--- config.mk ---
export PLATFORM = sky130hd
export DESIGN_NAME = cap_frame_writer
export DESIGN_NICKNAME = d
export VERILOG_FILES = /design/src/rtl/cap_frame_writer.sv
export SDC_FILE = /design/constraint.sdc
export NUM_CORES = 1
export LEC_CHECK = 0
export BUFFER_PORTS_ARGS = -buffer_cell sky130_fd_sc_hd__buf_4
export CAP_MARGIN = 20
export CORE_ASPECT_RATIO = 1.4
export CORE_MARGIN = 2
export CORE_UTILIZATION = 63
export CTS_CLUSTER_SIZE = 20
export DETAILED_ROUTE_END_ITERATION = 12
export PLACE_DENSITY = 0.94
export SYNTH_ARGS = -nofsm -noshare
export SYNTH_HDL_FRONTEND = slang
export SYNTH_SLANG_ARGS = --single-unit
--- constraint.sdc ---
create_clock -name ACLK -period 15.62 [get_ports ACLK]
set_clock_uncertainty 0.15 [all_clocks]
set_input_delay 3.905 -clock ACLK [delete_from_list [all_inputs] [get_ports ACLK]]
set_output_delay 3.905 -clock ACLK [all_outputs]
set_load 0.05 [all_outputs]
--- src/rtl/cap_frame_writer.sv ---
// cap_frame_writer: AXI4 write master that drains the camera pixel FIFO and
// stores each frame in DRAM as 32-bit XRGB pixels, using fixed 8-beat 64-bit
// bursts. A burst is started only after the FIFO reports a full burst of data.
module cap_frame_writer #(
  parameter int BURSTS_PER_FRAME = 19200
) (
  input  logic        ACLK,
  input  logic        ARST,
  // control / status towards the register block
  input  logic        START,
  input  logic [31:0] BASEADDR,
  output logic        BUSY,
  output logic        DONE,
  output logic        ERR,
  // capture FIFO read port
  output logic        FIFORD,
  input  logic        FIFOVALID,
  input  logic        HASDATA,
  input  logic [47:0] READDATA,
  // AXI write address channel
  output logic [31:0] AWADDR,
  output logic [7:0]  AWLEN,
  output logic [2:0]  AWSIZE,
  output logic [1:0]  AWBURST,
  output logic        AWVALID,
  input  logic        AWREADY,
  // AXI write data channel
  output logic [63:0] WDATA,
  output logic [7:0]  WSTRB,
  output logic        WLAST,
  output logic        WVALID,
  input  logic        WREADY,
  // AXI write response channel
  input  logic [1:0]  BRESP,
  input  logic        BVALID,
  output logic        BREADY
);

  localparam int CNT_W = $clog2(BURSTS_PER_FRAME + 1);
  localparam logic [CNT_W-1:0] LAST_BURST = CNT_W'(BURSTS_PER_FRAME - 1);

  localparam logic [1:0] S_IDLE = 2'd0;
  localparam logic [1:0] S_FILL = 2'd1;
  localparam logic [1:0] S_DATA = 2'd2;
  localparam logic [1:0] S_RESP = 2'd3;

  logic [1:0]       state;
  logic [CNT_W-1:0] burst_cnt;
  logic [3:0]       rd_cnt;      // FIFO reads issued in this burst (0..8)
  logic [3:0]       cap_cnt;     // FIFO words captured in this burst (0..8)
  logic             aw_done;     // address phase of this burst accepted
  logic [2:0]       beat;        // index of the beat currently on WDATA
  logic [47:0]      pix_buf [8];

  logic capture;
  logic fill_done;
  logic aw_ok;

  // Burst shape is fixed: 8 beats of 8 bytes, incrementing, all lanes written.
  assign AWLEN   = 8'd7;
  assign AWSIZE  = 3'b011;
  assign AWBURST = 2'b01;
  assign WSTRB   = 8'hFF;

  // The low address bits are forced to zero so every burst is 64-byte aligned.
  logic unused_baseaddr_lsbs;
  assign unused_baseaddr_lsbs = ^BASEADDR[5:0];

  // Pack two 24-bit pixels as XRGB words, pixel0 in the low (lower-address) half.
  function automatic logic [63:0] to_xrgb(input logic [47:0] word);
    return {8'h00, word[47:24], 8'h00, word[23:0]};
  endfunction

  // Only FIFO data answering one of our own reads is taken; strays are dropped.
  assign capture   = (state == S_FILL) && FIFOVALID && (cap_cnt < rd_cnt);
  // Look ahead at the 8th capture / AW handshake so DATA starts without a bubble.
  assign fill_done = (cap_cnt == 4'd8) || (capture && (cap_cnt == 4'd7));
  assign aw_ok     = aw_done || (AWVALID && AWREADY);

  // Burst buffer write: FIFO word n lands in entry n.
  // NOTE: pure data storage is never read before being written, so it has no reset.
  always_ff @(posedge ACLK) begin
    if (capture) pix_buf[cap_cnt[2:0]] <= READDATA;
  end

  // Main control FSM with all registered outputs.
  // NOTE: state is updated with <= so every branch sees the pre-edge values.
  always_ff @(posedge ACLK or posedge ARST) begin
    if (ARST) begin
      state     <= S_IDLE;
      burst_cnt <= '0;
      rd_cnt    <= '0;
      cap_cnt   <= '0;
      aw_done   <= 1'b0;
      beat      <= '0;
      BUSY      <= 1'b0;
      DONE      <= 1'b0;
      ERR       <= 1'b0;
      FIFORD    <= 1'b0;
      AWADDR    <= '0;
      AWVALID   <= 1'b0;
      WDATA     <= '0;
      WLAST     <= 1'b0;
      WVALID    <= 1'b0;
      BREADY    <= 1'b0;
    end else begin
      DONE <= 1'b0;
      case (state)
        S_IDLE: begin
          if (START) begin
            AWADDR    <= {BASEADDR[31:6], 6'b0};
            AWVALID   <= 1'b1;
            burst_cnt <= '0;
            rd_cnt    <= '0;
            cap_cnt   <= '0;
            aw_done   <= 1'b0;
            ERR       <= 1'b0;
            BUSY      <= 1'b1;
            state     <= S_FILL;
          end
        end

        S_FILL: begin
          // Once started, the 8 reads run back to back; HASDATA already
          // guaranteed the FIFO holds them.
          if (FIFORD) rd_cnt <= rd_cnt + 4'd1;
          FIFORD <= FIFORD ? (rd_cnt != 4'd7) : ((rd_cnt == 4'd0) && HASDATA);
          if (capture) cap_cnt <= cap_cnt + 4'd1;
          if (AWVALID && AWREADY) begin
            AWVALID <= 1'b0;
            aw_done <= 1'b1;
          end
          if (fill_done && aw_ok) begin
            WVALID <= 1'b1;
            WDATA  <= to_xrgb(pix_buf[0]);
            WLAST  <= 1'b0;
            beat   <= '0;
            state  <= S_DATA;
          end
        end

        S_DATA: begin
          // WDATA/WLAST only move on a completed beat, so they are stable while stalled.
          if (WVALID && WREADY) begin
            if (beat == 3'd7) begin
              WVALID <= 1'b0;
              WLAST  <= 1'b0;
              BREADY <= 1'b1;
              state  <= S_RESP;
            end else begin
              beat  <= beat + 3'd1;
              WDATA <= to_xrgb(pix_buf[beat + 3'd1]);
              WLAST <= (beat == 3'd6);
            end
          end
        end

        S_RESP: begin
          if (BVALID && BREADY) begin
            BREADY    <= 1'b0;
            AWADDR    <= AWADDR + 32'd64;
            burst_cnt <= burst_cnt + 1'b1;
            if (BRESP != 2'b00) ERR <= 1'b1;
            if (burst_cnt == LAST_BURST) begin
              DONE  <= 1'b1;
              BUSY  <= 1'b0;
              state <= S_IDLE;
            end else begin
              AWVALID <= 1'b1;
              rd_cnt  <= '0;
              cap_cnt <= '0;
              aw_done <= 1'b0;
              state   <= S_FILL;
            end
          end
        end

        default: state <= S_IDLE;
      endcase
    end
  end

endmodule

Word level (Yosys, flattened, before mapping) --
Memory sizes are Yosys's and may differ from the RTL's. Cells that the tools add are included. Widths: inputs -> output; s select.
Word-level totals: flip-flop bits (word level) 133, bits in writable memories 384, input bits 90, output and inout port bits 125, memories 1
Memories:
- pix_buf | depth 8, width 48, read ports 2, clocked after memory_dff 0, write ports 1, RTL line 53 | logic [47:0] pix_buf [8];
Cells by class: add/subtract/negate cells 5, $lt $le $gt $ge 1, eq/ne operators 21, mux-type cells 62, reductions and logical operators 28
Operators by type and width (count):
- $mux 64 | 3
- $pmux 64 s2 | 1
- $mux 32 | 2
- $pmux 32 s2 | 1
- $add 32x7->32 const B | 1
- $mux 15 | 2
- $pmux 15 s2 | 1
- $mux 1 | 28
- $pmux 4 s3 | 2
- $mux 4 | 5
- $ne 2x2->1 const B | 10
- $reduce_and 4->1 | 5
- $reduce_and 5->1 | 4
- $add 15x1->15 const B | 1
- $eq 15x15->1 const B | 1
- $mux 2 | 5
- $pmux 1 s2 | 5
- $mux 3 | 3
- $add 4x1->4 const B | 2
- $logic_and 1x1->1 | 8
- $pmux 2 s4 | 1
- $reduce_bool 2->1 | 4
- $eq 3x3->1 const B | 2
- $pmux 1 s3 | 2
- 14 further kinds | 18

Logic depth before layout (Yosys ltp) --
depth after elaboration 8, depth in mapped cells 12, depth with buffers taken out 7

Worst setup path before layout --
OpenSTA, ideal clock, no wires.
path kind in2reg, from input FIFOVALID, to memory pix_buf[4][0], enable pin, setup time 0.513 ns, arrival 7.565 ns, setup slack 7.392 ns, stages 3, path buffers 0, cell sequence and3_1 nand3_1 nor3_1
On the way: cells in the longest elaborated chain, start to end 4
RTL lines:
- from (decl) | RTL line 17 | input logic FIFOVALID,
- $logic_and 1x1->1 (2 in series) | RTL line 75 | assign capture = (state == S_FILL) && FIFOVALID && (cap_cnt < rd_cnt);
- $mux 1 | RTL line 83 | if (capture) pix_buf[cap_cnt[2:0]] <= READDATA;
- $mux 1 (implied by the code) | RTL line 83
- to (decl) | RTL line 53
No other way between the ends.

Worst setup path after layout --
from input FIFOVALID, to memory pix_buf[0][34], enable pin
The elaborated chain is that of the path after synthesis.

==> run_results.csv <==
group,metric,value,unit
outcome,outcome,"finished clean",
die,die_area,0.03449,sq mm
synthesis,ys_seq_elements,495,
global_route,antenna_found_initial,0,
power_and_ir_drop,power_density,196.6,mW/mm^2
global_route,grt_max_degree,71,
clock_tree,ctsHoldBuffers,0,
die,die_h,218.9,um
global_route,grt_pass1_wl,73870,um
power_and_ir_drop,p_sw_share,37.31,%
sta,maxSlewViolCount,0,
power_and_ir_drop,p_int,2.935,mW
critical_path,cp_slowest_stage_delay,0.72,ns
sta,setup_viol,0,
sta,hold_viol,0,
cells_and_area,area.growth.synth_to_final,14.59,%
drt,viasPerCell,6.521,
hold_path,min_path_type,"reg -> reg",
synthesis,yosys.area.top_type,"edfxtp_1",
clock_tree,clk_latency,0.56,ns
power_and_ir_drop,pwr-share-seq,36.5,%
critical_path,cp.required,15.65,ns
drt,dr_total_vias,12403,
clock_tree,cts_root_buf,"clkbuf_16",
sta,fin_crit,5.581,ns
drt,drcViolationCount,0,
power_and_ir_drop,irDropWorstVdd,0.0001565,V
synthesis,synthAdderAreaFrac,0.9630,%
run,maxCapViolCount,0,
power_and_ir_drop,p_leak,8.652,nW
synthesis,muxShareOfSynthArea,14.52,%
critical_path,crit_chain,"buf_4 -> and3_1 -> nand3_1 -> nor3_2 -> buf_4",
drt,routed_wl,49440,um
placement,gp_congestion,0.8460,
synthesis,synth_top_area_share,55.47,%
sta,max-slew-margin-rel,33.40,%
power_and_ir_drop,power_frac_clock,24.5,%
die,pin_count,215,
die,core.rowCount,78,
global_route,grt_overflow,0,
synthesis,synth_edf_count,384,
clock_tree,cts-resized-gates,0,
sta,timing.final.crit_share,35.73,%
synthesis,yosysUniqueCellTypes,66,
power_and_ir_drop,finalPower,4.682,mW
synthesis,synthSimpleGateAreaFrac,6.507,%
clock_tree,cts.sinks,495,
sta,clock.fmax,179.2,MHz
critical_path,arrival,5.61,ns
clock_tree,tritoncts,"yes",
synthesis,syn_area_per_cell,16.39,sq um
cells_and_area,layout.area.seq,0.01431,sq mm
synthesis,synth_seq_area_share,68.83,%
clock_tree,numCtsBuffers,43,
power_and_ir_drop,switching_power,1.747,mW
synthesis,synth_flop_cell,"edfxtp_1",
die,core,0.03250,sq mm
critical_path,path_common_cell,"buf_4",
cells_and_area,antennaDiodeCount,0,
die,die_x,157.5,um
cells_and_area,fill_cells,1823,
critical_path,critical_path_class,"in -> reg",
synthesis,synthArstFlopShare,22.42,%
sta,rsz0062_at_grt,"no",
synthesis,syn_inst,1268,
clock_tree,htreeDepth,2,
drt,first_pass_iters,6,
synthesis,synth_area,0.02079,sq mm
global_route,first_global_vias,12679,
clock_tree,clk_pin_slew_worst_paths,0.07,ns
cells_and_area,nets,1534,
clock_tree,clock_path_buffers,3,
placement,place_hpwl,25830,um
critical_path,cp.buffers_inverters,2,
placement,port_buffers,165,
power_and_ir_drop,p_comb_share,39.1,%
drt,drt-initial-drc-count,1271,
cells_and_area,drive_above_1_share,29.48,%
synthesis,synth_top_family_by_area,"multiplexers",
synthesis,synth-xor-area-share,0.2528,%
cells_and_area,multiInputGateArea,0.005972,sq mm
critical_path,crit_family,"simple AND/OR/NAND/NOR gates",
critical_path,cp_max_fo,48,
clock_tree,post_cts_buffers,0,
critical_path,startpoint_type,"primary input",
critical_path,end_kind,"flop",
sta,finalSetupTns,0,ns
die,start_util,63.96,%
synthesis,synth-compound-area-share,5.315,%
synthesis,ys_warn_count,0,
sta,worst_slew_pin_slew,0.9991,ns
synthesis,synthTopCellsByArea,"edfxtp_1, dfrtp_1, mux4_2",
global_route,grt_use_total,29.06,%
critical_path,crit_slowest_cell,"buf_4",
drt,drt-wirelength-per-cell,25.99,um
drt,ant_nets,0,
[logic make-up (layout without fill, tap and decap cells)]
kind of cell             Yosys count  count (layout)
multiplexers                     157             157
XOR/XNOR                           6               6
adder cells (fa/ha/maj)           16              16
AND/OR/NAND/NOR                  295             295
flip-flops                       495             495
buffers and inverters            126             279
other                              2              43
AO/OA/AOI/OAI                    171             171
[cell usage in the layout (no fill, tap or decap), types with 10 or more instances in the layout]
cell | synthesis | routed
a21oi_1 | 31 | 31
a2bb2oi_1 | 10 | 10
and3_1 | 10 | 10
buf_4 | 43 | 183
clkbuf_16 | 0 | 45
conb_1 | 2 | 43
dfrtp_1 | 111 | 110
edfxtp_1 | 384 | 384
ha_1 | 16 | 13
inv_1 | 15 | 14
mux2_4 | 48 | 48
mux4_2 | 96 | 96
nand2_1 | 62 | 61
nand3_1 | 35 | 35
nand4_1 | 14 | 14
nor2_1 | 130 | 124
o21ai_0 | 33 | 33
o22ai_1 | 57 | 57
[state kept, by name, indices dropped and copies added, names as in the netlist, 2 cells and up]
register,count
pix_buf,384
WDATA,48
AWADDR,26
burst_cnt,15
cap_cnt,4
rd_cnt,4
beat,3
state,2
[power by group through the flow]
stage / clock (mW) / sequential [mW] / combinational [mW]
6_report: 1.15 / 1.71 / 1.83
5_1_grt: 1.20 / 1.72 / 1.93
4_1_cts: 1.15 / 1.71 / 1.82
3_5_place_dp: 0 / 1.72 / 1.79
3_3_place_gp: 0 / 1.71 / 1.73
2_1_floorplan: 0 / 2.03 / 1.05
[cell usage after synthesis, types with 2 or more instances]
cell       instances
o211ai_1           6
nor2b_1            3
and3_1            10
a21oi_1           31
conb_1             2
a31o_2             2
nand2_1           62
nand2b_1           4
a21o_1             2
a2bb2oi_1         10
o22ai_1           57
edfxtp_1         384
mux4_2            96
clkbuf_1          40
inv_1             15
buf_12             5
nor2_1           130
buf_1              5
mux2_4            48
or2_2              2
mux2_2             4
o31ai_1            2
nor3b_1            3
and2_1             2
a211o_1            2
o21ai_0           33
and4_1             6
dfrtp_1          111
nor3_1            11
a22o_1             4
nand3_1           35
nand4_1           14
or3_1              3
ha_1              16
xor2_1             3
buf_2             15
xnor2_1            3
a31oi_1            5
mux2i_1            9
o211a_1            2
buf_4             43
o32ai_1            4
[stage by stage]
stage	instance area [sq um]	worst slack [ns]	hold slack, ns	util, %	cells
2_1_floorplan	20940	7.392	0.3100	-	1309
3_3_place_gp	22270	9.486	0.3243	68.53	1822
3_5_place_dp	22270	9.441	0.3450	68.53	1822
4_1_cts	23790	10.01	0.3581	73.21	1901
5_1_grt	23820	9.994	0.3786	73.30	1902
6_report	23820	10.04	0.3574	73.30	1902
[metal layers]
metal	GRT usage, %	vias to the layer above	wire, um
met4	15.48	0	2545
met5	0	-	0
met3	4.680	189	4321
met1	35.39	6201	16810
met2	50.01	840	25760
li1	-	5173	-
[final timing paths]
| kind | start | endpoint | slack, ns | cells after the start |
|---|---|---|---|---|
| worst max-delay path | FIFOVALID | pix_buf[0][34] | 10.04 | 5 |
| worst min-delay path | burst_cnt[6] | burst_cnt[6] | 0.36 | 1 |
| worst min register to register | burst_cnt[6] | burst_cnt[6] | 0.36 | 1 |
| max in group asynchronous | ARST | WDATA[32] | 10.60 | 3 |
| worst max register to register | beat[0] | WDATA[55] | 11.73 | 7 |
| min in group asynchronous | ARST | beat[1] | 3.31 | 2 |
[layout make-up]
class                   count  share of cell area [%]
clock inverters            30                   1.555
well taps                 440                   2.311
flip-flops and latches    495                   60.09
inverters                  16                  0.2626
multi-input cells         688                   25.07
clock buffers              49                   4.832
repair buffers            184                   5.883
(Power assumes the default switching activity.)
